[src/rtl/la_pkg.sv]
// Shared logic-analyzer definitions: capture sequencer states and capture RAM geometry.
package la_pkg;

  localparam int CAP_ENTRIES = 384;
  localparam int CAP_AW      = 9;

  typedef enum logic [1:0] {
    IDLE = 2'd0,
    RUN  = 2'd1,
    DONE = 2'd2
  } cap_state_t;

endpackage

[src/rtl/circ_ptr.sv]
// Modulo-ENTRIES incrementing pointer with synchronous clear; clear wins over increment.
module circ_ptr
  import la_pkg::*;
#(
  parameter int ENTRIES = CAP_ENTRIES,
  parameter int AW      = CAP_AW
) (
  input  logic          clk,
  input  logic          rst_n,
  input  logic          clr,
  input  logic          inc,
  output logic [AW-1:0] ptr
);

  localparam logic [AW-1:0] LAST = AW'(ENTRIES - 1);

  // Pointer register: wraps from the last entry back to 0.
  always_ff @(posedge clk or negedge rst_n) begin
    if (!rst_n) begin
      ptr <= '0;
    end else if (clr) begin
      ptr <= '0;
    end else if (inc) begin
      ptr <= (ptr == LAST) ? '0 : ptr + 1'b1;
    end
  end

endmodule

[src/rtl/capture_ctrl.sv]
// Sequences one acquisition: fills the circular capture RAM, arms the trigger unit once
// enough pre-trigger history is held, keeps trig_pos post-trigger samples, then completes.
module capture_ctrl
  import la_pkg::*;
#(
  parameter int ENTRIES = CAP_ENTRIES,
  parameter int AW      = CAP_AW
) (
  input  logic          clk,
  input  logic          rst_n,
  input  logic          run,
  input  logic          capture_done,
  input  logic          wrt_smpl,
  input  logic          triggered,
  input  logic [AW-1:0] trig_pos,
  output logic          we,
  output logic [AW-1:0] waddr,
  output logic          armed,
  output logic          set_capture_done,
  output logic [AW-1:0] trace_end
);

  localparam logic [AW:0]   ENT_W  = (AW+1)'(ENTRIES);
  localparam logic [AW-1:0] TP_MAX = AW'(ENTRIES - 1);

  cap_state_t    state, state_nxt;
  logic [AW:0]   smpl_cnt, smpl_cnt_nxt;
  logic [AW-1:0] trig_cnt;
  logic [AW-1:0] tp;
  logic          trig_ok;
  logic          done_cond;
  logic          clr;
  logic          in_run;

  // A post-trigger depth that cannot fit in the RAM is limited to all-but-one entry.
  assign tp = ({1'b0, trig_pos} >= ENT_W) ? TP_MAX : trig_pos;

  // A trigger seen before arming is not a qualified trigger and is not counted.
  assign trig_ok   = triggered && armed;
  assign in_run    = (state == RUN);
  assign done_cond = in_run && trig_ok && (trig_cnt == tp);
  // Counters and the write pointer return to 0 in IDLE and on any exit caused by !run.
  assign clr       = (state == IDLE) || !run;

  // State register.
  always_ff @(posedge clk or negedge rst_n) begin
    if (!rst_n) state <= IDLE;
    else        state <= state_nxt;
  end

  // Next-state logic; dropping run aborts and beats completion in the same cycle.
  always_comb begin
    state_nxt = state;
    case (state)
      IDLE:    if (run && !capture_done) state_nxt = RUN;
      RUN:     if (!run)                 state_nxt = IDLE;
               else if (done_cond)       state_nxt = DONE;
      DONE:    if (!run)                 state_nxt = IDLE;
      default:                           state_nxt = IDLE;
    endcase
  end

  // Output logic: write the strobed sample unless this cycle completes the capture.
  always_comb begin
    we = in_run && wrt_smpl && !done_cond;
  end

  // Saturating sample count after this cycle's write, used by the arming compare.
  always_comb begin
    smpl_cnt_nxt = smpl_cnt;
    if (we && (smpl_cnt != ENT_W)) smpl_cnt_nxt = smpl_cnt + 1'b1;
  end

  // Sample and post-trigger counters.
  always_ff @(posedge clk or negedge rst_n) begin
    if (!rst_n) begin
      smpl_cnt <= '0;
      trig_cnt <= '0;
    end else if (clr) begin
      smpl_cnt <= '0;
      trig_cnt <= '0;
    end else begin
      smpl_cnt <= smpl_cnt_nxt;
      if (we && trig_ok) trig_cnt <= trig_cnt + 1'b1;
    end
  end

  // Armed, completion pulse and the recorded oldest-sample address.
  always_ff @(posedge clk or negedge rst_n) begin
    if (!rst_n) begin
      armed            <= 1'b0;
      set_capture_done <= 1'b0;
      trace_end        <= '0;
    end else begin
      set_capture_done <= in_run && run && done_cond;
      if (in_run && run && !done_cond) armed <= ((smpl_cnt_nxt + {1'b0, tp}) >= ENT_W);
      else                             armed <= 1'b0;
      if (in_run && run && done_cond)  trace_end <= waddr;
    end
  end

  // Circular write pointer into the capture RAM.
  circ_ptr #(
    .ENTRIES (ENTRIES),
    .AW      (AW)
  ) u_waddr (
    .clk   (clk),
    .rst_n (rst_n),
    .clr   (clr),
    .inc   (we),
    .ptr   (waddr)
  );

endmodule

[config.mk]
export PLATFORM = sky130hd
export DESIGN_NAME = capture_ctrl
export DESIGN_NICKNAME = d
export VERILOG_FILES = /design/src/rtl/la_pkg.sv /design/src/rtl/circ_ptr.sv /design/src/rtl/capture_ctrl.sv
export SDC_FILE = /design/constraint.sdc
export NUM_CORES = 1
export LEC_CHECK = 0
export BUFFER_PORTS_ARGS = -buffer_cell sky130_fd_sc_hd__buf_2
export CORE_MARGIN = 5
export CORE_UTILIZATION = 40
export CTS_CLUSTER_SIZE = 20
export DETAILED_ROUTE_END_ITERATION = 10
export PLACE_DENSITY = 0.62
export RECOVER_POWER = 100
export SLEW_MARGIN = 20
export SYNTH_ARGS = -nofsm -noshare
export SYNTH_HDL_FRONTEND = slang
export SYNTH_HIERARCHICAL = 1
export SYNTH_SLANG_ARGS = --single-unit
[constraint.sdc]
create_clock -name clk -period 3.5 [get_ports clk]
set_clock_uncertainty 0.1 [all_clocks]
set_input_delay 0.7 -clock clk [delete_from_list [all_inputs] [get_ports clk]]
set_output_delay 0.7 -clock clk [all_outputs]
set_load 0.02 [all_outputs]
== Yosys cells after proc, flatten, opt, wreduce, memory -nomap -nowiden ==
Index checks and enable logic that the tools add are counted.
Storage, ports and cells
  register bits: 41
  bits in latches: 0
  bits in writable memories: 0
  ROM bits: 0
  bits of input ports: 15
  output and inout bits: 21
  word-level logic and storage cells: 54
  memories kept: 0
Operators by class
  add/sub/neg operators: 4
  multiply operators: 0
  div/mod/pow operators: 0
  magnitude comparators: 2
  equal/unequal tests: 8
  shift operators: 0
  muxes and demuxes: 14
  bitwise gates (word level): 0
  reduce and logical (&&, ||, !) cells: 19
Operators by type and width (count)
  $mux W9: 6
  $mux W10: 2
  $add A9 B1 Y9 const B: 2
  $logic_and A1 B1 Y1: 11
  $add A10 B1 Y10 const B: 1
  $add A10 B9 Y10: 1
  $ge A10 B9 Y1 const B: 1
  $ne A10 B9 Y1 const B: 1
  $eq A9 B9 Y1: 1
  $eq A9 B9 Y1 const B: 1
  $ge A9 B9 Y1 const B: 1
  $mux W2: 4
  $pmux W2 S3: 1
  $reduce_bool A2 Y1: 2
  $logic_not A1 Y1: 3
  $ne A3 B3 Y1 const B: 1
  $reduce_and A3 Y1: 1
  $eq A2 B1 Y1 const B: 1
  $eq A2 B2 Y1 const B: 1
  $logic_not A2 Y1: 1
  $ne A2 B1 Y1 const B: 1
  $ne A2 B2 Y1 const B: 1
  $logic_or A1 B1 Y1: 1
  $mux W1: 1

== Depth between registers and ports, before layout ==
  word-level depth: 11
  gate-level depth with buffers: 18
  depth with buffers taken out: 16

== Hierarchy ==
Netlist, hierarchy kept.
Modules (own cells, without submodules)
  capture_ctrl: times used 1, cells each 247, area an instance 2294.7 um^2, seq. area each 800.8 um^2
  circ_ptr: times used 1, cells each 46, area an instance 473.0 um^2, seq. area each 225.2 um^2

== Worst setup path before layout ==
No wires, ideal clock.
  path type: input to register
  start: input port trig_pos[7]
  end: register armed
  library setup time: 0.119 ns
  data arrival time: 3.786 ns
  required time: 3.281 ns
  setup slack: -0.505 ns
  cell stages on the path: 15
  buffers on the path: 1
  cells stage by stage: nor2b_1 xor2_1 or4_4 o41ai_4 buf_6 inv_6 nand4_2 xnor2_1 ha_1 a21oi_1 o21ai_0 a31o_2 a21oi_1 xnor3_1 o21a_1
On the way
  longest elaborated chain between the ends: 11
  elaborated cells on any way between the ends: 12
  those cells by class: 1 x add/sub; 2 x order compare; 1 x eq/ne; 3 x mux; 5 x reduce/logical
RTL lines
  from (decl): line capture_ctrl.sv:15  | input logic [AW-1:0] trig_pos,
  $ge A9 B9 Y1: line capture_ctrl.sv:36  | assign tp = ({1'b0, trig_pos} >= ENT_W) ? TP_MAX : trig_pos;
  $mux W9 (*): line capture_ctrl.sv:36
  $eq A9 B9 Y1 (*): line capture_ctrl.sv:41  | assign done_cond = in_run && trig_ok && (trig_cnt == tp);
  $logic_and A1 B1 Y1 (*): line capture_ctrl.sv:41
  $logic_not A1 Y1 (*): line capture_ctrl.sv:65  | we = in_run && wrt_smpl && !done_cond;
  $logic_and A1 B1 Y1 (*): line capture_ctrl.sv:65
  named net we: line capture_ctrl.sv:16  | output logic we,
  $logic_and A1 B1 Y1 (*): line capture_ctrl.sv:71  | if (we && (smpl_cnt != ENT_W)) smpl_cnt_nxt = smpl_cnt + 1'b1;
  $mux W10 (*): line capture_ctrl.sv:71
  $add A10 B9 Y10 (*): line capture_ctrl.sv:96  | if (in_run && run && !done_cond) armed <= ((smpl_cnt_nxt + {1'b0, tp}) >= ENT_W);
  $ge A10 B9 Y1 (*): line capture_ctrl.sv:96
  $mux W1 (*): line capture_ctrl.sv:96
  to (signal assigned): line capture_ctrl.sv:96
  to (decl): line capture_ctrl.sv:18  | output logic armed,
Mark *: on every way through the listed nets, which the timed path passes. The rest lies on a longest branch.
A chain may end at the register's enable or synchronous reset.

== Worst setup path after layout ==
  start: input port trig_pos[7]
  end: register armed
On the way
  longest elaborated chain between the ends: 11
  elaborated cells on any way between the ends: 12
  those cells by class: 1 x add/sub; 2 x order compare; 1 x eq/ne; 3 x mux; 5 x reduce/logical
RTL lines (line)
  $ge A9 B9 Y1: capture_ctrl.sv:36
  $mux W9 (*): capture_ctrl.sv:36
  $eq A9 B9 Y1: capture_ctrl.sv:41
  $logic_and A1 B1 Y1: capture_ctrl.sv:41
  $logic_not A1 Y1: capture_ctrl.sv:65, capture_ctrl.sv:96
  $logic_and A1 B1 Y1: capture_ctrl.sv:65
  $logic_and A1 B1 Y1: capture_ctrl.sv:71
  $mux W10: capture_ctrl.sv:71
  $add A10 B9 Y10: capture_ctrl.sv:96
  $ge A10 B9 Y1: capture_ctrl.sv:96
  $mux W1 (*): capture_ctrl.sv:96
Every way passes the cells marked *; elsewhere a longest branch is shown, timed or not.

==> summary.txt <==
Outcome
  • Status: finished, violations left
  • Failing checks: max-capacitance violations, max-slew violations, negative setup slack

Clocking
  • Clock transition at path regs: 0.08 ns
  • CTS max path bufs: 2
  • CTS tree: built
  • H-tree depth: 2
  • Worst skew pair latency: 0.29 ns
  • Num CTS Buffers: 5
  • CTS Hold Bufs: 0
  • Root Buffer: clkbuf_8
  • Count of clock tree sinks: 41

GRT
  • Total grt overflow: 0
  • Largest net degree at the start of global routing: 42
  • Global-route wire length before repair: 11.5 mm
  • Vias in the first global route: 2,513
  • Initial antenna violation count: 0
  • GRT Util Overall: 16.5%

STA
  • Least-Margin Pin Slew: 2.24 ns
  • Fin crit share: 105%
  • Setup violators final: 2
  • Peak Freq: 271 MHz
  • Max Transition Viols Final: 42
  • RSZ-0062 raised after global routing: yes
  • Post-layout min period: 3.69 ns
  • Slack of the critical path: -0.190 ns
  • Final Hold Vio Count: 0
  • Final hold slack: 0.410 ns
  • Relative slew slack: -49.6%

Logic synthesis
  • Post-synthesis cell area: 2770 sq um
  • Post-synthesis instance total: 293
  • Area leader, netlist: dfrtp_1
  • Leading cell types by count after synthesis: dfrtp_1, nand2_1, a21oi_1
  • Top-count cell post-synth: dfrtp_1
  • Synth warn: 6
  • Prevailing post-synth register cell: dfrtp_1
  • Async S/R FF share, synth: 100%
  • Synth Register Bits: 41
  • Synth top area cells: dfrtp_1, ha_1, a21oi_1
  • Yosys top cell area share: 37.1%
  • Avg Synthesized Cell Area: 9.45 sq um
  • Syn_nets: 322
  • Library cells used by synthesis: 53
  • EDFF count, synth: 0
  • Register area share after synthesis: 37.1%

Worst setup path
  • Critical-path cell list: buf_2, nor2b_2, xor2_1, or4_4, o41ai_4, buf_12, o21ai_0, nand2_1, ha_1, inv_1, fa_1, nand3b_1, nand2_1, a31oi_1, a32oi_1, o22ai_1, o21a_1
  • WP buf/inv: 3
  • Slowest stage delay, CP: 0.51 ns
  • CP Class: input port to flip-flop
  • WP data arrival: 3.78 ns
  • Critical Path Source: trig_pos[7]
  • WP data required: 3.59 ns
  • CP Capture Type: flip-flop
  • Critical path peak fanout: 9
  • Critical Path Slowest Stage Cell: or4_4
  • Worst Setup Start Kind: input port
  • Delay-heaviest family, CP: simple AND/OR/NAND/NOR gates
  • Most common cell on crit path: nand2_1
  • Reg2reg start: state[1]$_DFFE_PN0P_

Pwr
  • Total power: 935 uW
  • P_leak: 1.62 nW
  • Max IR drop VDD: 0.276 mV
  • Power Dens Cells: 266 nW/um^2

Cells and area
  • Area Growth Syn to Fin: 27.1%
  • Layout Nets: 411
  • ANT cells: 0
  • Post-layout util: 52.1%
  • FILL cells: 645
  • Post-layout instance area: 3520 sq um
  • Share of layout cells above drive strength 1: 27.2%

Floorplan
  • Floorplan Core Area: 6760 sq um
  • Initial Util: 41.0%
  • Die width: 93.2 um
  • I/O pin total: 36
  • Die area: 8680 sq um
  • Die Ht: 93.2 um
  • Row count: 30

Min path
  • Hold Crit Start: trace_end[6]$_DFFE_PN0P_
  • Hold Path Class: flip-flop to flip-flop

Place
  • Post-DP HPWL: 5.19 mm
  • Port Buf Inserts: 35
  • DP Area: 3410 sq um
  • Gpl congestion: 0.865
  • Pre-CTS setup slack: -0.632 ns

Detailed routing
  • WL final: 6.87 mm
  • DR iter-0 viols: 187
  • WL/cell: 14.8 um
  • DRC Markers: 0
  • Antenna violation net count after detailed routing: 0
  • Via/cell ratio: 5.53
  • Drt pass-1 iters: 5
  • Routed vias: 2,562

Flow run
  • Max Cap Viol: 1
## cells in the final DEF (no fill, tap or decap), types with 6 or more instances in the layout
master / n
buf_4: 51
dfrtp_1: 41
nand2_1: 29
a21oi_1: 23
clkbuf_1: 22
nand2b_1: 15
buf_2: 14
inv_1: 12
nand3_1: 12
o21ai_0: 12
ha_1: 12
nor2_1: 10
mux2_2: 9
nor4_1: 8
mux2i_1: 8
clkbuf_8: 7
xnor2_1: 6
and3_1: 6
nand4_1: 6
## per-stage QoR
stage,instances,TNS [ns]
5_1_grt,463,-0.469
4_1_cts,463,-0.146
3_3_place_gp,451,-0.537
2_1_floorplan,293,-0.427
3_5_place_dp,451,-0.632
6_report,463,-0.210
## flip-flops by register name, indices dropped and copies added, names as in the netlist
name              count
smpl_cnt             10
trace_end             9
trig_cnt              9
state                 2
u_waddr/ptr           9
set_capture_done      1
armed                 1
## final cells by class
cell class                 count  area, sq um  share of cell area [%]
timing repair buffer          93          593                    16.9
clock buffer                   7         96.3                    2.74
multi-input combinational    228         1640                    46.7
inverter                      13         56.3                    1.60
clock inverter                 1         5.00                   0.142
sequential                    41         1030                    29.2
tap                           80          100                    2.84
## routing by layer
layer,GRT usage (%),wire (um)
met1,21.3,3190
met2,28.0,3270
met3,2.90,308
met4,5.01,105
met5,0,0
## report_power, final
part / leakage [nW] / internal [mW] / switching [mW] / total (mW)
registers: 0.571 / 0.475 / 0.00130 / 0.476
logic: 0.995 / 0.0522 / 0.0679 / 0.120
clock network: 0.0542 / 0.178 / 0.160 / 0.338
total: 1.62 / 0.705 / 0.229 / 0.935
## final timing paths
| check | end | slack, ns | depth (start not counted) |
|---|---|---|---|
| max in group asynchronous | smpl_cnt[3]$_DFF_PN0_ | 1.06 | 1 |
| worst min register to register | trace_end[6]$_DFFE_PN0P_ | 0.41 | 1 |
| min in group asynchronous | trace_end[8]$_DFFE_PN0P_ | 0.97 | 1 |
| worst max register to register | armed$_DFF_PN0_ | -0.10 | 16 |
| worst max-delay path | armed$_DFF_PN0_ | -0.19 | 17 |
| worst min-delay path | trace_end[6]$_DFFE_PN0P_ | 0.41 | 1 |
## kinds of logic after synthesis
family | after synthesis | synth area share (%)
adder cells (fa/ha/maj) | 14 | 6.60
flip-flops | 41 | 37.1
buffers and inverters | 24 | 4.48
XOR/XNOR | 13 | 4.61
AND/OR/NAND/NOR | 117 | 25.1
AO/OA/AOI/OAI | 67 | 15.6
multiplexers | 17 | 6.56
## what timing repair did
action,4_1_cts,5_1_grt
setup endpoints to repair,1,1
resized for setup,5,1
pin swaps,4,0
buffers inserted,4,0
No activity file was read; power rests on OpenSTA's default activity.
